`src/rtl/otp_keypad_entry.sv`:
```
`timescale 1ns/1ps
// OTP keypad entry: assembles a 4-digit BCD code from switch/key presses
// on the slow display clock and emits commit, error and timeout pulses.
module otp_keypad_entry #(
  parameter int NDIG        = 4,
  parameter int TIMEOUT_CYC = 15,
  parameter int TO_W        = 4
) (
  input  logic        clk_out_disp2,
  input  logic        rstn,
  input  logic        entry_en,
  input  logic [3:0]  digit_sw,
  input  logic        key_enter,
  input  logic        key_back,
  input  logic        key_clear,
  input  logic        key_submit,
  output logic [15:0] user_otp,
  output logic [2:0]  digit_cnt,
  output logic        otp_valid,
  output logic        entry_err,
  output logic        timeout_evt
);

  typedef enum logic [1:0] {EMPTY, PARTIAL, FULL, COMMIT} state_t;

  localparam logic [2:0]      LAST_DIG = 3'(NDIG - 1);
  localparam logic [TO_W-1:0] TO_LAST  = TO_W'((TIMEOUT_CYC > 0) ? TIMEOUT_CYC - 1 : 0);

  state_t          state;
  logic [3:0]      keys_p0;   // {clear, submit, back, enter} from previous cycle
  logic [3:0]      keys;
  logic [3:0]      press;
  logic            any_press;
  logic [TO_W-1:0] idle_cnt;

  always_comb begin
    keys      = {key_clear, key_submit, key_back, key_enter};
    press     = keys & ~keys_p0 & {4{entry_en}};
    any_press = |press;
  end

  always_ff @(posedge clk_out_disp2 or negedge rstn) begin
    if (!rstn) begin
      state       <= EMPTY;
      keys_p0     <= '0;
      idle_cnt    <= '0;
      user_otp    <= '0;
      digit_cnt   <= '0;
      otp_valid   <= 1'b0;
      entry_err   <= 1'b0;
      timeout_evt <= 1'b0;
    end else begin
      keys_p0     <= keys;
      otp_valid   <= 1'b0;
      entry_err   <= 1'b0;
      timeout_evt <= 1'b0;
      // The commit clear completes regardless of keys or entry_en
      if (state == COMMIT) begin
        user_otp  <= '0;
        digit_cnt <= '0;
        idle_cnt  <= '0;
        state     <= EMPTY;
      end else if (any_press) begin
        idle_cnt <= '0;
        if (press[3]) begin
          user_otp  <= '0;
          digit_cnt <= '0;
          state     <= EMPTY;
        end else if (press[2]) begin
          if (state == FULL) begin
            otp_valid <= 1'b1;
            state     <= COMMIT;
          end else begin
            entry_err <= 1'b1;
          end
        end else if (press[1]) begin
          if (state == EMPTY) begin
            entry_err <= 1'b1;
          end else begin
            user_otp  <= {4'h0, user_otp[15:4]};
            digit_cnt <= digit_cnt - 3'd1;
            state     <= (digit_cnt == 3'd1) ? EMPTY : PARTIAL;
          end
        end else begin
          if ((digit_sw > 4'd9) || (state == FULL)) begin
            entry_err <= 1'b1;
          end else begin
            user_otp  <= {user_otp[11:0], digit_sw};
            digit_cnt <= digit_cnt + 3'd1;
            state     <= (digit_cnt == LAST_DIG) ? FULL : PARTIAL;
          end
        end
      end else if (state == EMPTY) begin
        idle_cnt <= '0;
      end else if (entry_en && (TIMEOUT_CYC > 0)) begin
        if (idle_cnt == TO_LAST) begin
          user_otp    <= '0;
          digit_cnt   <= '0;
          idle_cnt    <= '0;
          state       <= EMPTY;
          timeout_evt <= 1'b1;
        end else begin
          idle_cnt <= idle_cnt + 1'b1;
        end
      end
    end
  end

endmodule
```
`config.mk`:
```
export PLATFORM = sky130hd
export DESIGN_NAME = otp_keypad_entry
export DESIGN_NICKNAME = d
export VERILOG_FILES = /design/src/rtl/otp_keypad_entry.sv
export SDC_FILE = /design/constraint.sdc
export NUM_CORES = 1
export LEC_CHECK = 0
export ABC_AREA = 1
export BUFFER_PORTS_ARGS = -buffer_cell sky130_fd_sc_hd__buf_4
export CELL_PAD_IN_SITES_DETAIL_PLACEMENT = 1
export CELL_PAD_IN_SITES_GLOBAL_PLACEMENT = 1
export CORE_ASPECT_RATIO = 1.1
export CORE_UTILIZATION = 47
export CTS_BUF_LIST = sky130_fd_sc_hd__clkbuf_4
export DETAILED_ROUTE_END_ITERATION = 7
export PLACE_DENSITY = 0.9
export SLEW_MARGIN = 20
export SYNTH_ARGS = -nofsm -noshare
export SYNTH_HDL_FRONTEND = slang
export SYNTH_SLANG_ARGS = --single-unit
```
`constraint.sdc`:
```
create_clock -name clk_out_disp2 -period 3.6 [get_ports clk_out_disp2]
set_clock_uncertainty 0.2 [all_clocks]
set_input_delay 0.54 -clock clk_out_disp2 [delete_from_list [all_inputs] [get_ports clk_out_disp2]]
set_output_delay 0.54 -clock clk_out_disp2 [all_outputs]
set_load 0.005 [all_outputs]
```
==> reports/metrics.yaml, run 1 <==
status: "finished clean"
hold-path-cell-count: 1
start_kind: "flop"
cts_tree: "yes"
ys_seq_area_share_pct: 36.4
totalWireLength_um: 6130
post_cts_buffers: 0
areaGrowthSynthToFinish_pct: 11.9
coreArea_um2: 4410
final-setup-viol-count: 0
yosysWarnings: 0
fin_tns_setup_ns: 0
crit_required_ns: 3.62
period_minus_slack_ns: 2.57
nets: 324
crit_arrival_ns: 2.59
hold_class: "in -> reg"
power_density_nw_per_um2: 484
clkTransAtPathRegs_ns: 0.10
layout_commonest_cell: "nand2_1"
route.detailed.drc: 0
gp_congestion: 0.854
fin_util_pct: 55.9
crit_fanout: 20
io_pins: 33
syn_nets: 298
dp_cells: 350
pre_cts_ws_ns: 1.05
drt-vias-per-instance: 5.80
clkLatencyLatePin_ns: 0.34
syn_inst: 278
firstDrtPassIters: 4
cts_buffers: 5
fp.dieH_um: 73.8
syn_area_um2: 2200
cts_resized: 0
clock-sinks: 32
slowest_stage: "o211ai_2"
dieWidth_um: 67.3
antenna_found_initial: 0
gr-total-overflow: 0
grt_max_degree: 33
htreeDepth: 2
synth_compound_area_share_pct: 11.0
maxSlewHeadroom_pct: 36.7
portBuffers: 32
synthMuxAreaShare_pct: 0
synth-seq-cells: 32
synthXorXnorAreaFrac_pct: 0.795
synth_cell_type_count: 31
layout_worst_path_cycle_share_pct: 71.3
yosys.area_share.simple_pct: 35.5
hpwl_um: 4400
final_cells: 358
cts_buffer_depth: 2
grt_pass1_wl_um: 10400
vias: 2076
hold_buffers: 1
tightest_slew_ns: 0.947
fin_ws_ns: 1.03
start_util_pct: 49.9
grt_pass1_vias: 2053
vdd_drop_max_v: 0.000267
dieArea_um2: 4960
antenna_cells: 0
end_kind: "flop"
clock.fmax_mhz: 390
rows: 25
final_cell_mix: "61 x nand2_1, 44 x nand4_1, 34 x inv_1, 33 x buf_4, 32 x dfrtp_1"
drv_slew: 0
grt_use_total_pct: 28.1
ant_nets: 0
crit_type: "reg -> reg"
layout-drive-gt1-share_pct: 18.4
cap_violations: 0
r2r_cells: 7
leakagePower_nw: 1.29
rsz0062_at_grt: "false"
drt_iter0_drc: 199
wire_per_inst_um: 17.1
hold_viol_final: 0
root_buffer: "clkbuf_4"
crit_chain: "inv_1 -> ha_1 -> nand3_1 -> o211ai_2 -> nand2_4 -> o21bai_1 -> nand2_1"
critPathMaxStageDelay_ns: 0.78
synth-adder-area-share_pct: 5.11
synth_top_family_by_area: "simple AND/OR/NAND/NOR gates"
synth_area_per_cell_um2: 7.92
[registers in the layout, summed over array words and instances (netlist names)]
signal / count
user_otp: 16
digit_cnt: 3
idle_cnt: 4
state: 2
keys_p0: 4
entry_err: 1
timeout_evt: 1
otp_valid: 1
[worst max-delay path: cells and delay by family (launching register included)]
family          cells  cell delay [ns]
compound gates      2             1.04
fa+ha+maj           1             0.18
buf+inv             1             0.09
flops               1             0.42
simple gates        3             0.52
[routing by layer]
layer	track usage (%)	vias up	part of all wire (%)
met5	0	-	0
met1	40.5	1027	48
met3	5.12	6	4.4
met2	42.7	55	47
met4	7.33	0	1.0
li1	-	988	-
[final timing paths]
check                      slack (ns)                       end                    start
hold / removal                   0.12      keys_p0[2]$_DFF_PN0_               key_submit
min in group asynchronous        0.46   idle_cnt[3]$_DFFE_PN0P_                     rstn
setup reg to reg                 1.03  user_otp[14]$_DFFE_PN0P_  idle_cnt[0]$_DFFE_PN0P_
setup / recovery                 1.03  user_otp[14]$_DFFE_PN0P_  idle_cnt[0]$_DFFE_PN0P_
max in group asynchronous        2.43   user_otp[7]$_DFFE_PN0P_                     rstn
hold reg to reg                  0.36   idle_cnt[0]$_DFFE_PN0P_  idle_cnt[0]$_DFFE_PN0P_
[power by group]
group | total (mW) | internal [mW] | switching [mW]
Combinational | 0.505 | 0.191 | 0.314
Sequential | 0.481 | 0.419 | 0.0623
Clock | 0.206 | 0.0794 | 0.127
Total | 1.19 | 0.690 | 0.503
[cells by family (layout without fill, tap and decap cells)]
| logic type | count (synthesis) | count (layout) |
|---|---|---|
| xor gates and xnor gates | 2 | 2 |
| and+or+nand+nor | 150 | 150 |
| adders and majority gates | 9 | 9 |
| AOI/OAI and AO/OA | 34 | 34 |
| DFF | 32 | 32 |
| buffers and inverters | 51 | 77 |
[Yosys cell counts, drive strengths merged]
library cell  number  area, um^2
dfrtp             32         801
o21ai              9        45.0
o211ai             1        12.5
nand2             64         258
nor4               1        6.26
clkbuf             1        3.75
a211oi             1        7.51
ha                 9         113
nand4             44         275
nor3               2        10.0
nor2              24         134
and2               1        6.26
nand3             14        92.6
o21bai            20         161
a21oi              3        15.0
xor2               1        8.76
xnor2              1        8.76
buf               14         109
inv               36         135
[stage by stage]
| stage | hold WS, ns | total power [mW] | instance area [um^2] |
|---|---|---|---|
| after floorplan | 0.0444 | 0.822 | 2200 |
| after global placement | 0.299 | 0.958 | 2400 |
| after detailed placement | 0.310 | 0.988 | 2400 |
| after CTS | 0.114 | 1.20 | 2460 |
| after global routing | 0.103 | 1.29 | 2460 |
| final | 0.124 | 1.19 | 2460 |
[area by class of cell]
cell class / count / area [um^2]
multi-input cells: 195 / 1150
inverters: 36 / 135
clock inverters: 1 / 5.00
well taps: 54 / 67.6
fillers: 556 / 1950
flip-flops and latches: 32 / 801
repair buffers: 34 / 258
clock buffers: 6 / 45.0
No activity file was read; power rests on OpenSTA's default activity.
==> run 2: changes to the inputs <==
--- a/config.mk
+++ b/config.mk
@@ -10,10 +10,10 @@
 export CELL_PAD_IN_SITES_DETAIL_PLACEMENT = 1
 export CELL_PAD_IN_SITES_GLOBAL_PLACEMENT = 1
 export CORE_ASPECT_RATIO = 1.1
-export CORE_UTILIZATION = 47
+export CORE_UTILIZATION = 44
 export CTS_BUF_LIST = sky130_fd_sc_hd__clkbuf_4
 export DETAILED_ROUTE_END_ITERATION = 7
-export PLACE_DENSITY = 0.9
+export PLACE_DENSITY = 0.85
 export SLEW_MARGIN = 20
 export SYNTH_ARGS = -nofsm -noshare
 export SYNTH_HDL_FRONTEND = slang
==> constraint.sdc (replaced) <==
create_clock -name clk_out_disp2 -period 2.51 [get_ports clk_out_disp2]
set_clock_uncertainty 0.2 [all_clocks]
set_input_delay 0.3765 -clock clk_out_disp2 [delete_from_list [all_inputs] [get_ports clk_out_disp2]]
set_output_delay 0.3765 -clock clk_out_disp2 [all_outputs]
set_load 0.005 [all_outputs]
==> run 2 against run 1 <==
Die area is 6.6% higher; sequential power is 43% higher; routed wire length is 1.9% lower; largest cell class unchanged; power is 46% higher; first-iteration DRC count is 12% lower; highest routed layer unchanged.
==> reports/metrics.yaml, run 2 (synthesis results as in run 1) <==
status: "finished clean"
top_regs: "user_otp: 16 flops, idle_cnt: 4 flops, keys_p0: 4 flops"
drv_slew: 0  # unchanged
root_buffer: "clkbuf_4"
firstDrtPassIters: 6  # +2
worst_hold_slack_ns: 0.193  # +0.0695 ns
pre_cts_ws_ns: 0.298  # -0.750 ns
tightest_slew_ns: 0.521  # -0.426 ns
fill_cells: 589  # +5.9%
grt_use_total_pct: 24.6  # -3.5 points
layout-drive-gt1-share_pct: 18.6  # +0.23 points
cp_common_cell: "nor2_4"
critPathBufInv: 2  # +1
grt_pass1_wl_um: 10500  # +0.59%
areaGrowthSynthToFinish_pct: 14.8
critPathMaxStageDelay_ns: 0.53  # -0.25 ns
total_power_mw: 1.74  # +46%
post_cts_buffers: 0  # unchanged
coreArea_um2: 4720  # +7.0%
largest_reg_flops: 16  # unchanged
grt_pass1_vias: 2108  # +2.7%
cts_buffer_depth: 2  # unchanged
cts_buffers: 5  # unchanged
final-setup-viol-count: 0  # unchanged
fin_tns_setup_ns: 0  # unchanged
dieArea_um2: 5290  # +6.6%
layout_worst_path_cycle_share_pct: 95.7
hold_class: "in -> reg"
start_kind: "primary input"
period_minus_slack_ns: 2.40
totalWireLength_um: 6010  # -1.9%
fin_ws_ns: 0.107  # -0.925 ns
fp.dieH_um: 76.2  # +3.3%
crit_arrival_ns: 2.49  # -0.10 ns
rsz0062_at_grt: "false"
crit_chain: "dlygate4sd3_1 -> buf_4 -> nand2_4 -> nor2_4 -> nor2_4 -> nand3_4 -> o21bai_4 -> o21bai_1 -> nand2_1"
drt_iter0_drc: 175  # -12%
gr-total-overflow: 0  # unchanged
slowest_stage: "dlygate4sd3_1"
leakagePower_nw: 1.32  # +2.2%
hpwl_um: 4160  # -5.4%
htreeDepth: 2  # unchanged
clock-sinks: 32  # unchanged
hold_viol_final: 0  # unchanged
layout_commonest_cell: "nand2_1"
cts_tree: "yes"
final_cell_mix: "61 x nand2_1, 44 x nand4_1, 35 x buf_4, 34 x inv_1, 32 x dfrtp_1"
crit_fanout: 19  # -5.0%
top_register: "user_otp"
rows: 26  # +4.0%
end_kind: "flop"
grt_max_degree: 33  # unchanged
cp_top_family: "simple AND/OR/NAND/NOR gates"
antenna_cells: 0  # unchanged
wire_per_inst_um: 16.4  # -4.3%
clkTransAtPathRegs_ns: 0.10  # about the same
crit_required_ns: 2.59  # -1.03 ns
drt-vias-per-instance: 5.55  # -4.3%
clock.fmax_mhz: 416
nets: 330  # +1.9%
vias: 2037  # -1.9%
ant_nets: 0  # unchanged
antenna_found_initial: 0  # unchanged
vdd_drop_max_v: 0.000339  # +27%
fin_util_pct: 53.6  # -2.3 points
maxSlewHeadroom_pct: 65.1  # +28 points
power_density_nw_per_um2: 688  # +42%
dieWidth_um: 69.5  # +3.2%
portBuffers: 32  # unchanged
io_pins: 33  # unchanged
cap_violations: 0  # unchanged
start_util_pct: 46.7  # -3.2 points
gp_congestion: 0.825  # -3.4%
clkLatencyLatePin_ns: 0.34  # about the same
route.detailed.drc: 0  # unchanged
crit_type: "in -> reg"
run 2: changes by cell type in the layout (fill, tap and decap cells not counted):
cell,change
clkinv_1,+1
dlygate4sd3_1,+4
clkinv_2,-1
buf_4,+2
clkbuf_4,+1
run 2: tightest hold or removal path, stage by stage:
cell and delay [ns]:
buf_4 0.16, nand4_1 0.10, nor4_1 0.06
run 2: cell type report:
type | count | area, um^2 | area share [%]
repair buffers | 40 | 313 | 12.4
flip-flops and latches | 32 | 801 | 31.7
well taps | 56 | 70.1 | 2.77
clock buffers | 7 | 52.6 | 2.08
clock inverters | 1 | 3.75 | 0.148
inverters | 36 | 135 | 5.34
multi-input cells | 195 | 1150 | 45.6
run 2: timing repair:
item | CTS | global route
hold buffers | 5 | 0
gates resized for setup | 0 | 0
endpoints found under the hold margin | 36 | 0
run 2: stage by stage:
step	instance area (um^2)	std cells
after global routing	2530	367
final	2530	367
after detailed placement	2420	354
after global placement	2420	354
after floorplan	2200	278
after CTS	2530	367
run 2: layer usage:
layer,up-vias,part of all wire [%],GRT usage [%]
met5,-,0,0
met4,0,1.3,9.39
met3,6,4.1,3.70
met2,45,47,38.8
met1,987,48,33.8
li1,999,-,-
run 2: path summary, 6_finish.rpt:
check / start / endpoint / slack [ns] / cells past startpoint
max: key_back / user_otp[8]$_DFFE_PN0P_ / 0.11 / 9
min: entry_en / timeout_evt$_DFF_PN0_ / 0.19 / 3
max reg2reg: state[1]$_DFFE_PN0P_ / user_otp[8]$_DFFE_PN0P_ / 0.27 / 8
min reg2reg: state[0]$_DFFE_PN0P_ / state[0]$_DFFE_PN0P_ / 0.36 / 2
max in group asynchronous: rstn / digit_cnt[0]$_DFFE_PN0P_ / 1.50 / 2
min in group asynchronous: rstn / user_otp[2]$_DFFE_PN0P_ / 0.32 / 2
run 2: power by group:
part / internal [mW] / switching [mW]
combinational: 0.284 / 0.446
clock: 0.129 / 0.191
sequential: 0.601 / 0.0881
total: 1.01 / 0.725
==> run 3: changes to the inputs <==
--- a/config.mk
+++ b/config.mk
@@ -13,7 +13,7 @@
 export CORE_UTILIZATION = 44
 export CTS_BUF_LIST = sky130_fd_sc_hd__clkbuf_4
 export DETAILED_ROUTE_END_ITERATION = 7
-export PLACE_DENSITY = 0.85
+export PLACE_DENSITY = 0.8
 export SLEW_MARGIN = 20
 export SYNTH_ARGS = -nofsm -noshare
 export SYNTH_HDL_FRONTEND = slang
==> run 3 against run 2 <==
Hold slack improved by 0.0092 ns; setup slack improved by 0.042 ns; clock power down 16%; highest routed layer unchanged; combinational power up 2%.
==> reports/metrics.yaml, run 3 (synthesis results as in run 1) <==
status: "finished clean"
portBuffers: 32  # unchanged
layout-drive-gt1-share_pct: 18.3  # -0.32 points
routed.top_layer: "met4"
crit_arrival_ns: 2.37  # -0.12 ns
fin_tns_setup_ns: 0  # unchanged
route.detailed.drc: 0  # unchanged
cts_buffers: 5  # unchanged
drv_slew: 0  # unchanged
crit-reg2reg-launch: "state[1]$_DFFE_PN0P_"
leakagePower_nw: 1.32  # +0.12%
pre_cts_ws_ns: 0.254  # -0.0442 ns
rows: 26  # unchanged
cts_resized: 0  # unchanged
firstDrtPassIters: 5  # -1
multiInputGateArea_um2: 1150  # unchanged
gr-total-overflow: 0  # unchanged
cp-endpoint: "digit_cnt[0]$_DFFE_PN0P_"
end_kind: "flop"
grt_pass1_wl_um: 10300  # -1.8%
cap_violations: 0  # unchanged
start_kind: "primary input"
grt_use_total_pct: 24.5  # -0.048 points
io_pins: 33  # unchanged
root_buffer: "clkbuf_4"
clkLatencyLatePin_ns: 0.33  # about the same
coreArea_um2: 4720  # unchanged
top_register: "user_otp"
crit_type: "in -> reg"
period_minus_slack_ns: 2.36  # -0.0424 ns
final_cell_mix: "61 x nand2_1, 44 x nand4_1, 35 x buf_4, 34 x inv_1, 32 x dfrtp_1"
power_density_nw_per_um2: 669  # -2.7%
dp_cells: 354  # unchanged
start_util_pct: 46.7  # unchanged
final-setup-viol-count: 0  # unchanged
rrSetupSlack_ns: 0.21  # -0.06 ns
final_cells: 367  # unchanged
top_regs: "user_otp: 16 flops, idle_cnt: 4 flops, keys_p0: 4 flops"
cts_tree: "yes"
largest_reg_flops: 16  # unchanged
total_power_mw: 1.70  # -2.4%
areaGrowthSynthToFinish_pct: 15.2
clock-sinks: 32  # unchanged
wl_met3_um: 200  # -20%
wl_met2_um: 2780  # -1.1%
tightest_slew_ns: 0.544  # +0.0226 ns
startpoint: "key_clear"
r2r_cells: 8  # unchanged
maxSlewHeadroom_pct: 63.6  # -1.5 points
fin_ws_ns: 0.150  # +0.0424 ns
antenna_found_initial: 0  # unchanged
layout_commonest_cell: "nand2_1"
ant_nets: 0  # unchanged
grt_pass1_vias: 2025  # -3.9%
gp_congestion: 0.839  # +1.7%
fp.dieH_um: 76.2  # unchanged
drt_iter0_drc: 90  # -49%
totalWireLength_um: 6150  # +2.2%
cts_buffer_depth: 2  # unchanged
drt-vias-per-instance: 5.60  # +0.93%
hold_class: "in -> reg"
clkTransAtPathRegs_ns: 0.09  # about the same
crit_required_ns: 2.52  # -0.07 ns
htreeDepth: 2  # unchanged
layout_worst_path_cycle_share_pct: 94.0  # -1.7 points
fill_cells: 585  # -0.68%
hpwl_um: 4260  # +2.4%
grt_max_degree: 33  # unchanged
rsz0062_at_grt: "false"
nets: 331  # +0.30%
vdd_drop_max_v: 0.000474  # +40%
regArea_um2: 801  # unchanged
crit_fanout: 20  # +1
vias: 2056  # +0.93%
hold_viol_final: 0  # unchanged
dieArea_um2: 5290  # unchanged
r2r-end: "digit_cnt[0]$_DFFE_PN0P_"
clock.fmax_mhz: 424  # +1.8%
wire_per_inst_um: 16.7  # +2.2%
antenna_cells: 0  # unchanged
dieWidth_um: 69.5  # unchanged
wirelength_met1_um: 3120  # +8.5%
run 3: cell types whose count changed in the layout (fill, tap and decap cells not counted):
cell | before | now
buf_12 | 0 | 1
clkinv_1 | 1 | 2
clkbuf_4 | 7 | 5
run 3: worst min path at each step:
stage / to / slack, ns / from / depth (start not counted)
floorplan: digit_cnt[0]$_DFFE_PN0P_ / -0.12 / rstn / 0
global placement: keys_p0[0]$_DFF_PN0_ / 0.14 / rstn / 1
detailed placement: keys_p0[0]$_DFF_PN0_ / 0.15 / rstn / 1
CTS: timeout_evt$_DFF_PN0_ / 0.19 / entry_en / 3
global route: timeout_evt$_DFF_PN0_ / 0.22 / entry_en / 3
finish: timeout_evt$_DFF_PN0_ / 0.20 / entry_en / 3
run 3: area by class of cell:
cell class,count,area share (%)
tap,56,2.76
inverter,36,5.33
sequential,32,31.6
multi-input combinational,195,45.5
clock buffer,5,1.48
clock inverter,2,0.296
timing repair buffer,41,13.1
run 3: layer usage:
layer,vias to the layer above,global-route usage (%)
met5,-,0
met4,0,6.53
met3,5,4.23
met2,38,38.2
met1,1009,35.0
li1,1004,-
run 3: power by group:
part / total, mW / switching (mW) / internal [mW]
clock: 0.268 / 0.170 / 0.0976
sequential: 0.685 / 0.0842 / 0.601
combinational: 0.745 / 0.453 / 0.293
total: 1.70 / 0.707 / 0.991
run 3: through the flow:
step	area, um^2	hold slack [ns]	utilization, %
floorplan	2200	-0.119	-
global placement	2420	0.142	51.4
detailed placement	2420	0.145	51.4
CTS	2520	0.188	53.4
global route	2540	0.224	53.8
finish	2540	0.203	53.8
run 3: repair_timing:
action / CTS / global route
setup endpoints to repair: 0 / 13
setup buffers: 0 / 1
hold buffers: 5 / 0
endpoints found under the hold margin: 36 / 0
run 3: worst max-delay path, cell delays in order:
cell           delay, ns
dlygate4sd3_1       0.54
buf_4               0.12
nand3_1             0.23
nand3_1             0.20
nand2_1             0.08
inv_2               0.30
nand2_4             0.22
o21bai_1            0.21
nand2_1             0.09
